==> config.mk <==
export PLATFORM = sky130hd
export DESIGN_NAME = mem_port_arbiter
export DESIGN_NICKNAME = d
export VERILOG_FILES = /design/src/rtl/mem_port_arbiter.sv
export SDC_FILE = /design/constraint.sdc
export NUM_CORES = 1
export LEC_CHECK = 0
export ABC_CLOCK_PERIOD_IN_PS = 2400
export CORE_AREA = 2 2 117 119
export CTS_BUF_LIST = sky130_fd_sc_hd__clkbuf_8
export CTS_CLUSTER_DIAMETER = 80
export CTS_CLUSTER_SIZE = 20
export DETAILED_ROUTE_END_ITERATION = 16
export DIE_AREA = 0 0 119 121
export GPL_TIMING_DRIVEN = 0
export PLACE_DENSITY = 0.66
export SLEW_MARGIN = 30
export SYNTH_ARGS = -nofsm -noshare
export SYNTH_HDL_FRONTEND = slang
export SYNTH_SLANG_ARGS = --single-unit
==> constraint.sdc <==
create_clock -name clk -period 2.4 [get_ports clk]
set_clock_uncertainty 0.1 [all_clocks]
set_input_delay 0.36 -clock clk [delete_from_list [all_inputs] [get_ports clk]]
set_output_delay 0.36 -clock clk [all_outputs]
set_load 0.005 [all_outputs]
==> src/rtl/mem_port_arbiter.sv <==
// mem_port_arbiter
//   Shares one memory request/response port between two masters:
//   m0 = instruction fetch, m1 = execute-stage memory unit.
//   Requests are arbitrated round-robin; a request held by a stalled memory
//   keeps its grant until accepted. An in-order owner FIFO remembers who
//   issued each request so every memory response goes back to its issuer.
//   An orphan response (nothing outstanding) is refused and flagged sticky.

module mem_port_arbiter #(
    parameter int REQ_W  = 64,
    parameter int RESP_W = 32,
    parameter int DEPTH  = 2
) (
    input  logic                       clk,
    input  logic                       rst,

    // fetch request channel
    input  logic                       m0_req_valid,
    output logic                       m0_req_ready,
    input  logic [REQ_W-1:0]           m0_req_data,

    // execute request channel
    input  logic                       m1_req_valid,
    output logic                       m1_req_ready,
    input  logic [REQ_W-1:0]           m1_req_data,

    // fetch response channel
    output logic                       m0_resp_valid,
    input  logic                       m0_resp_ready,
    output logic [RESP_W-1:0]          m0_resp_data,

    // execute response channel
    output logic                       m1_resp_valid,
    input  logic                       m1_resp_ready,
    output logic [RESP_W-1:0]          m1_resp_data,

    // memory side
    output logic                       mem_req_valid,
    input  logic                       mem_req_ready,
    output logic [REQ_W-1:0]           mem_req_data,
    input  logic                       mem_resp_valid,
    output logic                       mem_resp_ready,
    input  logic [RESP_W-1:0]          mem_resp_data,

    // status
    output logic [$clog2(DEPTH+1)-1:0] outstanding,
    output logic                       err_orphan
);

    localparam int CNT_W = $clog2(DEPTH + 1);
    localparam int PTR_W = $clog2(DEPTH);

    // Master identifiers as stored in the owner FIFO and grant signals.
    localparam logic ID_M0 = 1'b0;
    localparam logic ID_M1 = 1'b1;

    // OPEN: free to arbitrate. LOCKED: a request is waiting on the memory and
    // its master must keep the grant so the payload stays stable.
    typedef enum logic {
        ARB_OPEN   = 1'b0,
        ARB_LOCKED = 1'b1
    } arb_state_t;

    arb_state_t       state_q, state_d;
    logic             lock_id_q, lock_id_d;
    logic             last_grant_q;

    logic [CNT_W-1:0] count_q;
    logic [PTR_W-1:0] wr_ptr_q;
    logic [PTR_W-1:0] rd_ptr_q;
    logic             owner_mem [DEPTH];

    logic             grant;
    logic             sel_req_valid;
    logic             can_issue;
    logic             req_fire;
    logic             head_id;
    logic             has_outstanding;
    logic             sel_resp_ready;
    logic             resp_fire;

    // ------------------------------------------------------------------
    // Request side
    // ------------------------------------------------------------------

    // Issue only when a slot is free in the registered count; a response
    // popped in the same cycle frees its slot for the next cycle only.
    assign can_issue = (count_q < CNT_W'(DEPTH));

    // Select the master: locked owner first, then a lone requester, then
    // whichever master did not win the last handshake.
    always_comb begin
        // NOTE: every signal written in an always_comb gets a default first so
        // no path leaves it unassigned and no latch is inferred.
        grant = ~last_grant_q;
        if (state_q == ARB_LOCKED) begin
            grant = lock_id_q;
        end else if (m0_req_valid && !m1_req_valid) begin
            grant = ID_M0;
        end else if (m1_req_valid && !m0_req_valid) begin
            grant = ID_M1;
        end
    end

    assign sel_req_valid = (grant == ID_M1) ? m1_req_valid : m0_req_valid;
    assign mem_req_data  = (grant == ID_M1) ? m1_req_data  : m0_req_data;

    // Valid/ready outputs are forced low while reset is held.
    assign mem_req_valid = !rst && can_issue && sel_req_valid;
    assign m0_req_ready  = !rst && (grant == ID_M0) && can_issue && mem_req_ready;
    assign m1_req_ready  = !rst && (grant == ID_M1) && can_issue && mem_req_ready;

    assign req_fire = mem_req_valid && mem_req_ready;

    // Lock next-state: a refused request pins the grant, the handshake frees it.
    always_comb begin
        state_d   = state_q;
        lock_id_d = lock_id_q;
        if (req_fire) begin
            state_d = ARB_OPEN;
        end else if (mem_req_valid) begin
            state_d   = ARB_LOCKED;
            lock_id_d = grant;
        end
    end

    // Lock state, lock owner and round-robin history registers.
    always_ff @(posedge clk or posedge rst) begin
        // NOTE: sequential state uses non-blocking assignments so every
        // register samples pre-edge values regardless of statement order.
        if (rst) begin
            state_q      <= ARB_OPEN;
            lock_id_q    <= ID_M0;
            last_grant_q <= ID_M1;
        end else begin
            state_q   <= state_d;
            lock_id_q <= lock_id_d;
            if (req_fire) begin
                last_grant_q <= grant;
            end
        end
    end

    // ------------------------------------------------------------------
    // Response side
    // ------------------------------------------------------------------

    assign has_outstanding = (count_q != '0);
    assign head_id         = owner_mem[rd_ptr_q];
    assign sel_resp_ready  = (head_id == ID_M1) ? m1_resp_ready : m0_resp_ready;

    // Only the FIFO head may see the response; a stalled head blocks the rest.
    assign mem_resp_ready = !rst && has_outstanding && sel_resp_ready;
    assign m0_resp_valid  = !rst && mem_resp_valid && has_outstanding && (head_id == ID_M0);
    assign m1_resp_valid  = !rst && mem_resp_valid && has_outstanding && (head_id == ID_M1);
    assign m0_resp_data   = mem_resp_data;
    assign m1_resp_data   = mem_resp_data;

    assign resp_fire = mem_resp_valid && mem_resp_ready;

    // Owner FIFO storage: record the issuing master on each accepted request.
    always_ff @(posedge clk) begin
        // NOTE: the storage array has no reset; an entry is only read while
        // count_q says it holds a live owner, so its power-up value is unused.
        if (req_fire) begin
            owner_mem[wr_ptr_q] <= grant;
        end
    end

    // FIFO pointers and occupancy; pointers wrap naturally as DEPTH is a power of 2.
    always_ff @(posedge clk or posedge rst) begin
        if (rst) begin
            wr_ptr_q <= '0;
            rd_ptr_q <= '0;
            count_q  <= '0;
        end else begin
            if (req_fire) begin
                wr_ptr_q <= wr_ptr_q + PTR_W'(1);
            end
            if (resp_fire) begin
                rd_ptr_q <= rd_ptr_q + PTR_W'(1);
            end
            case ({req_fire, resp_fire})
                2'b10:   count_q <= count_q + CNT_W'(1);
                2'b01:   count_q <= count_q - CNT_W'(1);
                default: count_q <= count_q;
            endcase
        end
    end

    // Sticky error for a response that arrives with nothing outstanding.
    always_ff @(posedge clk or posedge rst) begin
        if (rst) begin
            err_orphan <= 1'b0;
        end else if (mem_resp_valid && !has_outstanding) begin
            err_orphan <= 1'b1;
        end
    end

    assign outstanding = count_q;

endmodule

==> impl_metrics.tcl, run 1 <==
set metrics [dict create \
    synthMuxAreaShare_pct 44.1 \
    crit_chain "a21oi_4, o31a_4, buf_8, buf_12, buf_12, mux2_4, buf_6" \
    synth_area_leader_cell "mux2_2" \
    ys_seq_area_share_pct 14.2 \
    grt_max_degree 9 \
    fin_crit_ns 2.47 \
    cts_buffers 3 \
    cpPeakStageDelay_ns 0.56 \
    p_clk_share_pct 4.2 \
    outcome "finished with violations" \
    synth-simple-area-share_pct 5.97 \
    yosysMostFrequentCell "buf_4" \
    synthesis.area_um2 1840 \
    cts-root-buf "clkbuf_8" \
    synth-compound-area-share_pct 3.33 \
    synth_top_cell_area_share_pct 29.9 \
    dieArea_um2 14400 \
    violations "setup timing" \
    synth_cells 187 \
    cts_tree "built" \
    grt_pass1_wl_mm 13.7 \
    synth_commonest_cells "buf_4 (64), mux2_2 (49), mux2_4 (16)" \
    dp_slack_ns -0.752 \
    setup_viol 30 \
    synthTopCellsByArea "mux2_2 (30%), buf_4 (26%), mux2_4 (13%)" \
    cts_buffer_depth 2 \
    sequentialPowerShare_pct 8.6 \
    io_buffers 272 \
    synthAdderAreaFrac_pct 0.679 \
    min_path_type "primary input to asynchronous set/reset pin" \
    slew_violations 0 \
    hold_viol 0 \
    start_util_pct 14.1 \
    start_kind "flip-flop" \
    overflow 0 \
    dp_hpwl_mm 7.79 \
    routed_wl_mm 9.48 \
    p_sw_uw 1320 \
    switching_share_pct 32.2 \
    num-fill-cells 1295 \
    rsz0062_at_grt "true" \
    setup_slack_ns -0.0650 \
    clk_pin_slew_ns 0.05 \
    yosysUniqueCellTypes 31 \
    multi_input_area_um2 1120 \
    maxCapViolCount 0 \
    fmaxAchievable_mhz 406 \
    avgSynthCellArea_um2 9.86 \
    cp.required_ns 1.94 \
    crit_fanout 5 \
    track_usage_pct 12.0 \
    htree_levels 1 \
    postRouteAntennaNets 0 \
    cp_slowest_cell "dfstp_2" \
    hold_buffers 0 \
    p_leak_uw 0.00226 \
    vdd_drop_max_uv 373 \
    die_w_um 119 \
    drive_gt1_share_pct 46.9 \
    worst-endpoint-arrival_ns 2.01 \
    diodes 0 \
    tightest_slew_ns 0.347 \
    ys_ff_latch 10 \
    yosysWarnings 0 \
    placement.cell_area_um2 4790 \
    firstDrtPassIters 4 \
    critical_path_class "flip-flop to output port" \
    synth_ff_type "dfrtp_1" \
    synthesis.nets 356 \
    grt_antenna_before_repair 0 \
    synthArstFlopShare_pct 80.0 \
    cp-end-kind "output port" \
    synth-xor-area-share_pct 2.38 \
    cts.sinks 10 \
    wire_per_inst_um 14.3 \
    path_common_cell "buf_12" \
    area_growth_pct 177 \
    drtIter0Drc 30 \
    synth_top_family_by_area "multiplexers" \
    gp_congestion 0.717 \
    synth_edf_count 2 \
    final_cell_count_no_fill 662 \
    place_inst 635 \
    fp.dieH_um 121 \
    design.portCount 305 \
    slew_headroom_pct 76.8 \
    rows 42 \
    core-area_um2 13100 \
    power.internal_uw 2780 \
    drc_errors 0 \
    grt_pass1_vias 2639 \
    via_per_inst 3.66 \
    vias 2424 \
    fin_nets 656 \
    worstSkewPairLatency_ns 0.23 \
    ff_latch_area_um2 262 \
    combPwrFrac_pct 87.3 \
    postLayoutCellArea_um2 5100 \
    fin_crit_sh_pct 103 \
    p_per_area_nw_per_um2 803 \
]
timing repair:
| action | 4_1_cts | 5_1_grt |
|---|---|---|
| setup endpoints to repair | 69 | 50 |
| gates resized for setup | 281 | 18 |
| pin swaps | 3 | 2 |
| setup buffers | 16 | 0 |
| cloned | 7 | 0 |
kinds of logic (layout without fill, tap and decap cells):
kind of cell | count (synthesis) | in the layout
buffers and inverters | 73 | 371
adder cells (fa/ha/maj) | 1 | 1
multiplexers | 67 | 67
AND/OR/NAND/NOR | 22 | 22
flip-flops | 10 | 10
XOR/XNOR | 5 | 5
AO/OA/AOI/OAI | 9 | 10
layer usage:
metal / wire length, um / part of all wire [%] / GRT usage, %
met1: 3510 / 37 / 13.8
met2: 5100 / 54 / 22.7
met3: 756 / 8.0 / 2.77
met4: 112 / 1.2 / 2.01
met5: 0 / 0 / 0
power groups by stage:
stage                     clock [uW]  sequential, uW  combinational [uW]
after floorplan                    0             310                1390
after global placement             0             323                2840
after detailed placement           0             330                2850
after CTS                        178             350                3620
after global routing             189             363                3810
final                            171             351                3580
stage by stage:
step	power, uW	hold slack [ns]	utilization, %	TNS [ns]
after floorplan	1700	0.0831	-	0
after global placement	3160	0.337	36.6	-46.14
after detailed placement	3180	0.353	36.6	-46.78
after CTS	4150	0.363	39.2	-3.51
after global routing	4360	0.217	39.0	-2.89
final	4100	0.200	39.0	-0.954
cell usage in the layout (no fill, tap or decap), drive strengths merged, types with 3 or more instances in the layout:
| cell | n |
|---|---|
| buf | 137 |
| clkbuf | 15 |
| clkdlybuf4s15 | 7 |
| clkdlybuf4s50 | 203 |
| dfrtp | 7 |
| dlygate4sd2 | 5 |
| mux2 | 65 |
| nand2 | 4 |
| nor2 | 9 |
| xnor2 | 3 |
registers in the layout (all words and copies together) (netlist names):
name          cells
err_orphan        1
rd_ptr_q          1
last_grant_q      1
outstanding       2
wr_ptr_q          1
state_q           1
owner_mem         2
lock_id_q         1
area by class of cell:
class	instances	share of cell area, %
timing repair buffer	294	56.0
multi-input combinational	105	22.0
buffer	71	11.5
sequential	10	5.13
tap	176	4.32
clock buffer	3	0.809
inverter	2	0.221
clock inverter	1	0.0736
final timing paths:
check,to,depth (start not counted),slack (ns),startpoint
min in group clk,err_orphan,1,0.36,err_orphan
worst max register to register,outstanding[1],6,0.23,outstanding[1]
worst min register to register,err_orphan,1,0.36,err_orphan
worst max-delay path,mem_req_data[51],7,-0.07,last_grant_q
worst min-delay path,wr_ptr_q,3,0.20,rst
max in group asynchronous,last_grant_q,3,1.79,rst
worst max-delay path: cells and delay by family (launching register included):
family	cells	cell delay (ns)
multiplexers	1	0.32
buffers and inverters	4	0.50
AO/OA/AOI/OAI	2	0.38
flip-flops	1	0.56
No activity file was read; power rests on OpenSTA's default activity.
==> run 2: changes to the inputs <==
--- a/config.mk
+++ b/config.mk
@@ -6,14 +6,16 @@
 export NUM_CORES = 1
 export LEC_CHECK = 0
 export ABC_CLOCK_PERIOD_IN_PS = 2400
-export CORE_AREA = 2 2 117 119
+export CELL_PAD_IN_SITES_DETAIL_PLACEMENT = 0
+export CELL_PAD_IN_SITES_GLOBAL_PLACEMENT = 1
+export CORE_MARGIN = 2
+export CORE_UTILIZATION = 13
 export CTS_BUF_LIST = sky130_fd_sc_hd__clkbuf_8
 export CTS_CLUSTER_DIAMETER = 80
 export CTS_CLUSTER_SIZE = 20
 export DETAILED_ROUTE_END_ITERATION = 16
-export DIE_AREA = 0 0 119 121
 export GPL_TIMING_DRIVEN = 0
-export PLACE_DENSITY = 0.66
+export PLACE_DENSITY = 0.91
 export SLEW_MARGIN = 30
 export SYNTH_ARGS = -nofsm -noshare
 export SYNTH_HDL_FRONTEND = slang
==> impl_metrics.tcl, run 2 (synthesis results as in run 1) <==
set metrics [dict create \
    rr_worst_depth 6 \
    wire_per_inst_um 14.4 \
    slew_violations 0 \
    fin_crit_sh_pct 105 \
    cts.sinks 10 \
    rsz0062_at_grt "true" \
    grt_max_degree 12 \
    worstSkewPairLatency_ns 0.24 \
    fin_crit_ns 2.51 \
    start_util_pct 13.3 \
    clk_pin_slew_ns 0.05 \
    fp.dieH_um 123 \
    core-area_um2 13900 \
    setup_slack_ns -0.113 \
    htree_levels 1 \
    dp_slack_ns -0.772 \
    cp.required_ns 1.94 \
    setup_viol 21 \
    drc_errors 0 \
    grt_antenna_before_repair 0 \
    postRouteAntennaNets 0 \
    critical_path_class "flip-flop to output port" \
    cts_buffers 3 \
    fmaxAchievable_mhz 398 \
    dieArea_um2 15100 \
    outcome "finished with violations" \
    crit_fanout 10 \
    hold_buffers 0 \
    violations "setup timing" \
    grt_pass1_wl_mm 13.0 \
    cp-end-kind "output port" \
    cts_buffer_depth 2 \
    p_leak_uw 0.00220 \
    vias 2423 \
    track_usage_pct 11.0 \
    io_buffers 272 \
    cts_tree "built" \
    routed_wl_mm 9.37 \
    p_per_area_nw_per_um2 734 \
    drive_gt1_share_pct 39.4 \
    final_common_cell "clkdlybuf4s50_1" \
    mostFrequentLayoutCells "clkdlybuf4s50_1 (215), buf_4 (67), mux2_2 (46)" \
    diodes 0 \
    slew_headroom_pct 77.1 \
    rows 43 \
    fin_nets 642 \
    firstDrtPassIters 4 \
    min_path_type "primary input to asynchronous set/reset pin" \
    vdd_drop_max_uv 305 \
    grt_pass1_vias 2640 \
    drtIter0Drc 20 \
    placement.cell_area_um2 4790 \
    worst-endpoint-arrival_ns 2.05 \
    postLayoutCellArea_um2 4980 \
    die_w_um 123 \
    maxCapViolCount 0 \
    via_per_inst 3.72 \
    dp_hpwl_mm 8.25 \
    cts-root-buf "clkbuf_8" \
    hold_ws_ns 0.0472 \
    design.portCount 305 \
    hold_viol 0 \
    area_growth_pct 170 \
    overflow 0 \
    gp_congestion 0.744 \
    tightest_slew_ns 0.340 \
    start_kind "flip-flop" \
]
run 2: cell count changes in the layout (fill, tap and decap cells not counted), moves of 4 or more:
cell | before | now
buf_2 | 22 | 9
clkdlybuf4s50_1 | 203 | 215
buf_6 | 33 | 22
buf_4 | 73 | 67
dlygate4sd2_1 | 5 | 11
clkbuf_2 | 12 | 7
dlymetal6s2s_1 | 1 | 6
clkdlybuf4s15_1 | 6 | 10
run 2: final cells by class:
| class | instances | area [um2] |
|---|---|---|
| Clock buffer | 3 | 41.3 |
| Sequential cell | 10 | 262 |
| Inverter | 2 | 10.0 |
| Clock inverter | 1 | 3.75 |
| Fill cell | 1402 | 8900 |
| Tap cell | 180 | 225 |
| Multi-Input combinational cell | 104 | 1080 |
| Buffer | 69 | 549 |
| Timing Repair Buffer | 283 | 2810 |
run 2: metal layers:
| layer | track usage (%) | vias up | part of all wire, % |
|---|---|---|---|
| met5 | 0 | - | 0 |
| met3 | 2.54 | 7 | 8.5 |
| li1 | - | 1149 | - |
| met2 | 22.4 | 144 | 57 |
| met4 | 2.06 | 0 | 0.81 |
| met1 | 11.3 | 1123 | 33 |
run 2: final timing paths:
path | startpoint | endpoint | slack (ns)
min reg2reg | err_orphan | err_orphan | 0.37
min in group clk | m1_req_valid | last_grant_q | 0.35
max in group asynchronous | rst | last_grant_q | 1.94
max | last_grant_q | mem_req_data[23] | -0.11
min | rst | state_q | 0.05
max reg2reg | outstanding[1] | outstanding[1] | 0.26
run 2: repair_timing:
item                                    4_1_cts  5_1_grt
gates resized for setup                     172       22
setup buffers                                 8        2
cloned                                        1        2
pin swaps                                     1        1
endpoints found under the setup margin       69       70
run 2: metrics by stage:
step / total power [uW] / TNS [ns] / util (%) / cells
after global routing: 3910 / -4.30 / 35.9 / 652
after global placement: 3180 / -45.54 / 34.5 / 639
after detailed placement: 3210 / -47.53 / 34.5 / 639
final: 3650 / -1.50 / 35.9 / 652
after floorplan: 1700 / 0 / - / 187
after CTS: 3630 / -5.75 / 35.6 / 651
run 2: power by group:
part	total, uW	internal [uW]	switching (uW)	leakage, uW
clock	176	112	64.5	0.0000231
sequential	337	252	85.4	0.000107
combinational	3140	2110	1030	0.00207
run 2: worst max-delay path: stages (launching register included):
cell and delay (ns):
dfstp_2 0.54, a21oi_2 0.04, o31a_4 0.35, buf_6 0.17, mux2_2 0.27, clkdlybuf4s50_1 0.45
==> run 3: changes to the inputs <==
--- a/config.mk
+++ b/config.mk
@@ -5,17 +5,18 @@
 export SDC_FILE = /design/constraint.sdc
 export NUM_CORES = 1
 export LEC_CHECK = 0
-export ABC_CLOCK_PERIOD_IN_PS = 2400
+export ABC_CLOCK_PERIOD_IN_PS = 2100
 export CELL_PAD_IN_SITES_DETAIL_PLACEMENT = 0
 export CELL_PAD_IN_SITES_GLOBAL_PLACEMENT = 1
 export CORE_MARGIN = 2
-export CORE_UTILIZATION = 13
+export CORE_UTILIZATION = 12
 export CTS_BUF_LIST = sky130_fd_sc_hd__clkbuf_8
 export CTS_CLUSTER_DIAMETER = 80
 export CTS_CLUSTER_SIZE = 20
 export DETAILED_ROUTE_END_ITERATION = 16
 export GPL_TIMING_DRIVEN = 0
-export PLACE_DENSITY = 0.91
+export PLACE_DENSITY = 0.88
+export SKIP_CTS_REPAIR_TIMING = 1
 export SLEW_MARGIN = 30
 export SYNTH_ARGS = -nofsm -noshare
 export SYNTH_HDL_FRONTEND = slang
==> constraint.sdc (replaced) <==
create_clock -name clk -period 2.1 [get_ports clk]
set_clock_uncertainty 0.1 [all_clocks]
set_input_delay 0.315 -clock clk [delete_from_list [all_inputs] [get_ports clk]]
set_output_delay 0.315 -clock clk [all_outputs]
set_load 0.005 [all_outputs]
==> impl_metrics.tcl, run 3 (synthesis results as in run 1) <==
set metrics [dict create \
    outcome "finished with violations" \
    violations "setup timing" \
    dieArea_um2 16400 \
    cts_buffers 3 \
    worstSkewPairLatency_ns 0.23 \
    vias 2498 \
    final_util_pct 34.1 \
    fin_crit_sh_pct 119 \
    num-fill-cells 1555 \
    rsz0062_at_grt "true" \
    drtIter0Drc 43 \
    worst-endpoint-arrival_ns 2.09 \
    overflow 0 \
    io_buffers 272 \
    cts_buffer_depth 2 \
    htree_levels 1 \
    slew_violations 0 \
    final_common_cell "clkdlybuf4s50_1" \
    setup_slack_ns -0.403 \
    fp.dieH_um 128 \
    grt_max_degree 12 \
    cts-root-buf "clkbuf_8" \
    tightest_slew_ns 0.328 \
    hold_viol 0 \
    grt_pass1_vias 2534 \
    cp.required_ns 1.68 \
    rows 45 \
    design.portCount 305 \
    hold_ws_ns 0.121 \
    postRouteAntennaNets 0 \
    firstDrtPassIters 3 \
    wire_per_inst_um 15.0 \
    dp_hpwl_mm 8.84 \
    p_per_area_nw_per_um2 901 \
    area_growth_pct 179 \
    drive_gt1_share_pct 47.5 \
    clk_pin_slew_ns 0.05 \
    grt_antenna_before_repair 5 \
    track_usage_pct 10.8 \
    fin_crit_ns 2.50 \
    gp_congestion 0.750 \
    cp-end-kind "output port" \
    vdd_drop_max_uv 606 \
    p_leak_uw 0.00244 \
    die_w_um 128 \
    critical_path_class "flip-flop to output port" \
    ff_latch_area_um2 262 \
    min_path_type "primary input to asynchronous set/reset pin" \
    fmaxAchievable_mhz 399 \
    multi_input_area_um2 1090 \
    routed_wl_mm 10.3 \
    via_per_inst 3.65 \
    placement.cell_area_um2 4800 \
    cts_tree "built" \
    cts.sinks 10 \
    postLayoutCellArea_um2 5140 \
    start_kind "flip-flop" \
    drc_errors 0 \
    crit_fanout 7 \
    grt_pass1_wl_mm 13.6 \
    p_total_uw 4640 \
    start_util_pct 12.2 \
    slew_headroom_pct 78.1 \
    core-area_um2 15100 \
    setup_viol 66 \
    maxCapViolCount 0 \
    mostFrequentLayoutCells "clkdlybuf4s50_1 (201), buf_4 (83), clkbuf_2 (45)" \
    fin_nets 665 \
]
[run 3: cell types whose count changed in the layout (fill, tap and decap cells not counted), moves of 3 or more]
cell	delta
buf_2	-9
buf_4	+16
buf_6	-5
buf_8	+4
clkbuf_2	+38
clkdlybuf4s15_1	-10
clkdlybuf4s50_1	-14
dlygate4sd2_1	-11
dlymetal6s2s_1	+12
mux2_2	-3
mux2_4	+3
[run 3: layout make-up]
cell class	instances	area share [%]
timing repair buffer	304	56.5
multi-input combinational	104	21.3
buffer	71	11.4
sequential	10	5.08
tap	188	4.57
clock buffer	3	0.803
inverter	2	0.219
antenna	2	0.0973
clock inverter	1	0.0730
[run 3: through the flow]
stage	setup TNS [ns]	std cells	setup slack, ns
global placement	-60.96	647	-0.986
finish	-17.66	685	-0.403
floorplan	0	187	0.157
CTS	-65.11	651	-1.05
global route	-21.57	683	-0.457
detailed placement	-65.67	647	-1.05
[run 3: worst paths after layout]
| path | from | end | cells after the start | slack (ns) |
|---|---|---|---|---|
| hold / removal | rst | err_orphan | 3 | 0.12 |
| setup reg to reg | outstanding[1] | outstanding[1] | 7 | 0.18 |
| min in group clk | m1_req_valid | last_grant_q | 3 | 0.33 |
| hold reg to reg | err_orphan | err_orphan | 1 | 0.35 |
| max in group asynchronous | rst | last_grant_q | 3 | 1.54 |
| setup / recovery | last_grant_q | mem_req_data[34] | 7 | -0.40 |
[run 3: per-layer routing]
metal	part of all wire, %	global-route usage [%]	wire (um)	vias up
li1	-	-	-	1201
met1	32	10.7	3280	1128
met2	56	20.9	5730	153
met3	11	4.97	1170	12
met4	0.70	1.36	72	4
met5	0.22	0	23	-
[run 3: worst max-delay path, cell delays in order, from the launching register on]
cell	delay [ns]
dfstp_2	0.54
a21oi_2	0.04
o31a_4	0.42
buf_8	0.16
buf_6	0.12
clkbuf_16	0.15
mux2_4	0.30
buf_6	0.12
[run 3: report_power, final]
group | internal (uW) | total, uW | switching [uW]
Clock | 128 | 202 | 73.8
Sequential | 288 | 379 | 91.3
Combinational | 2720 | 4060 | 1340
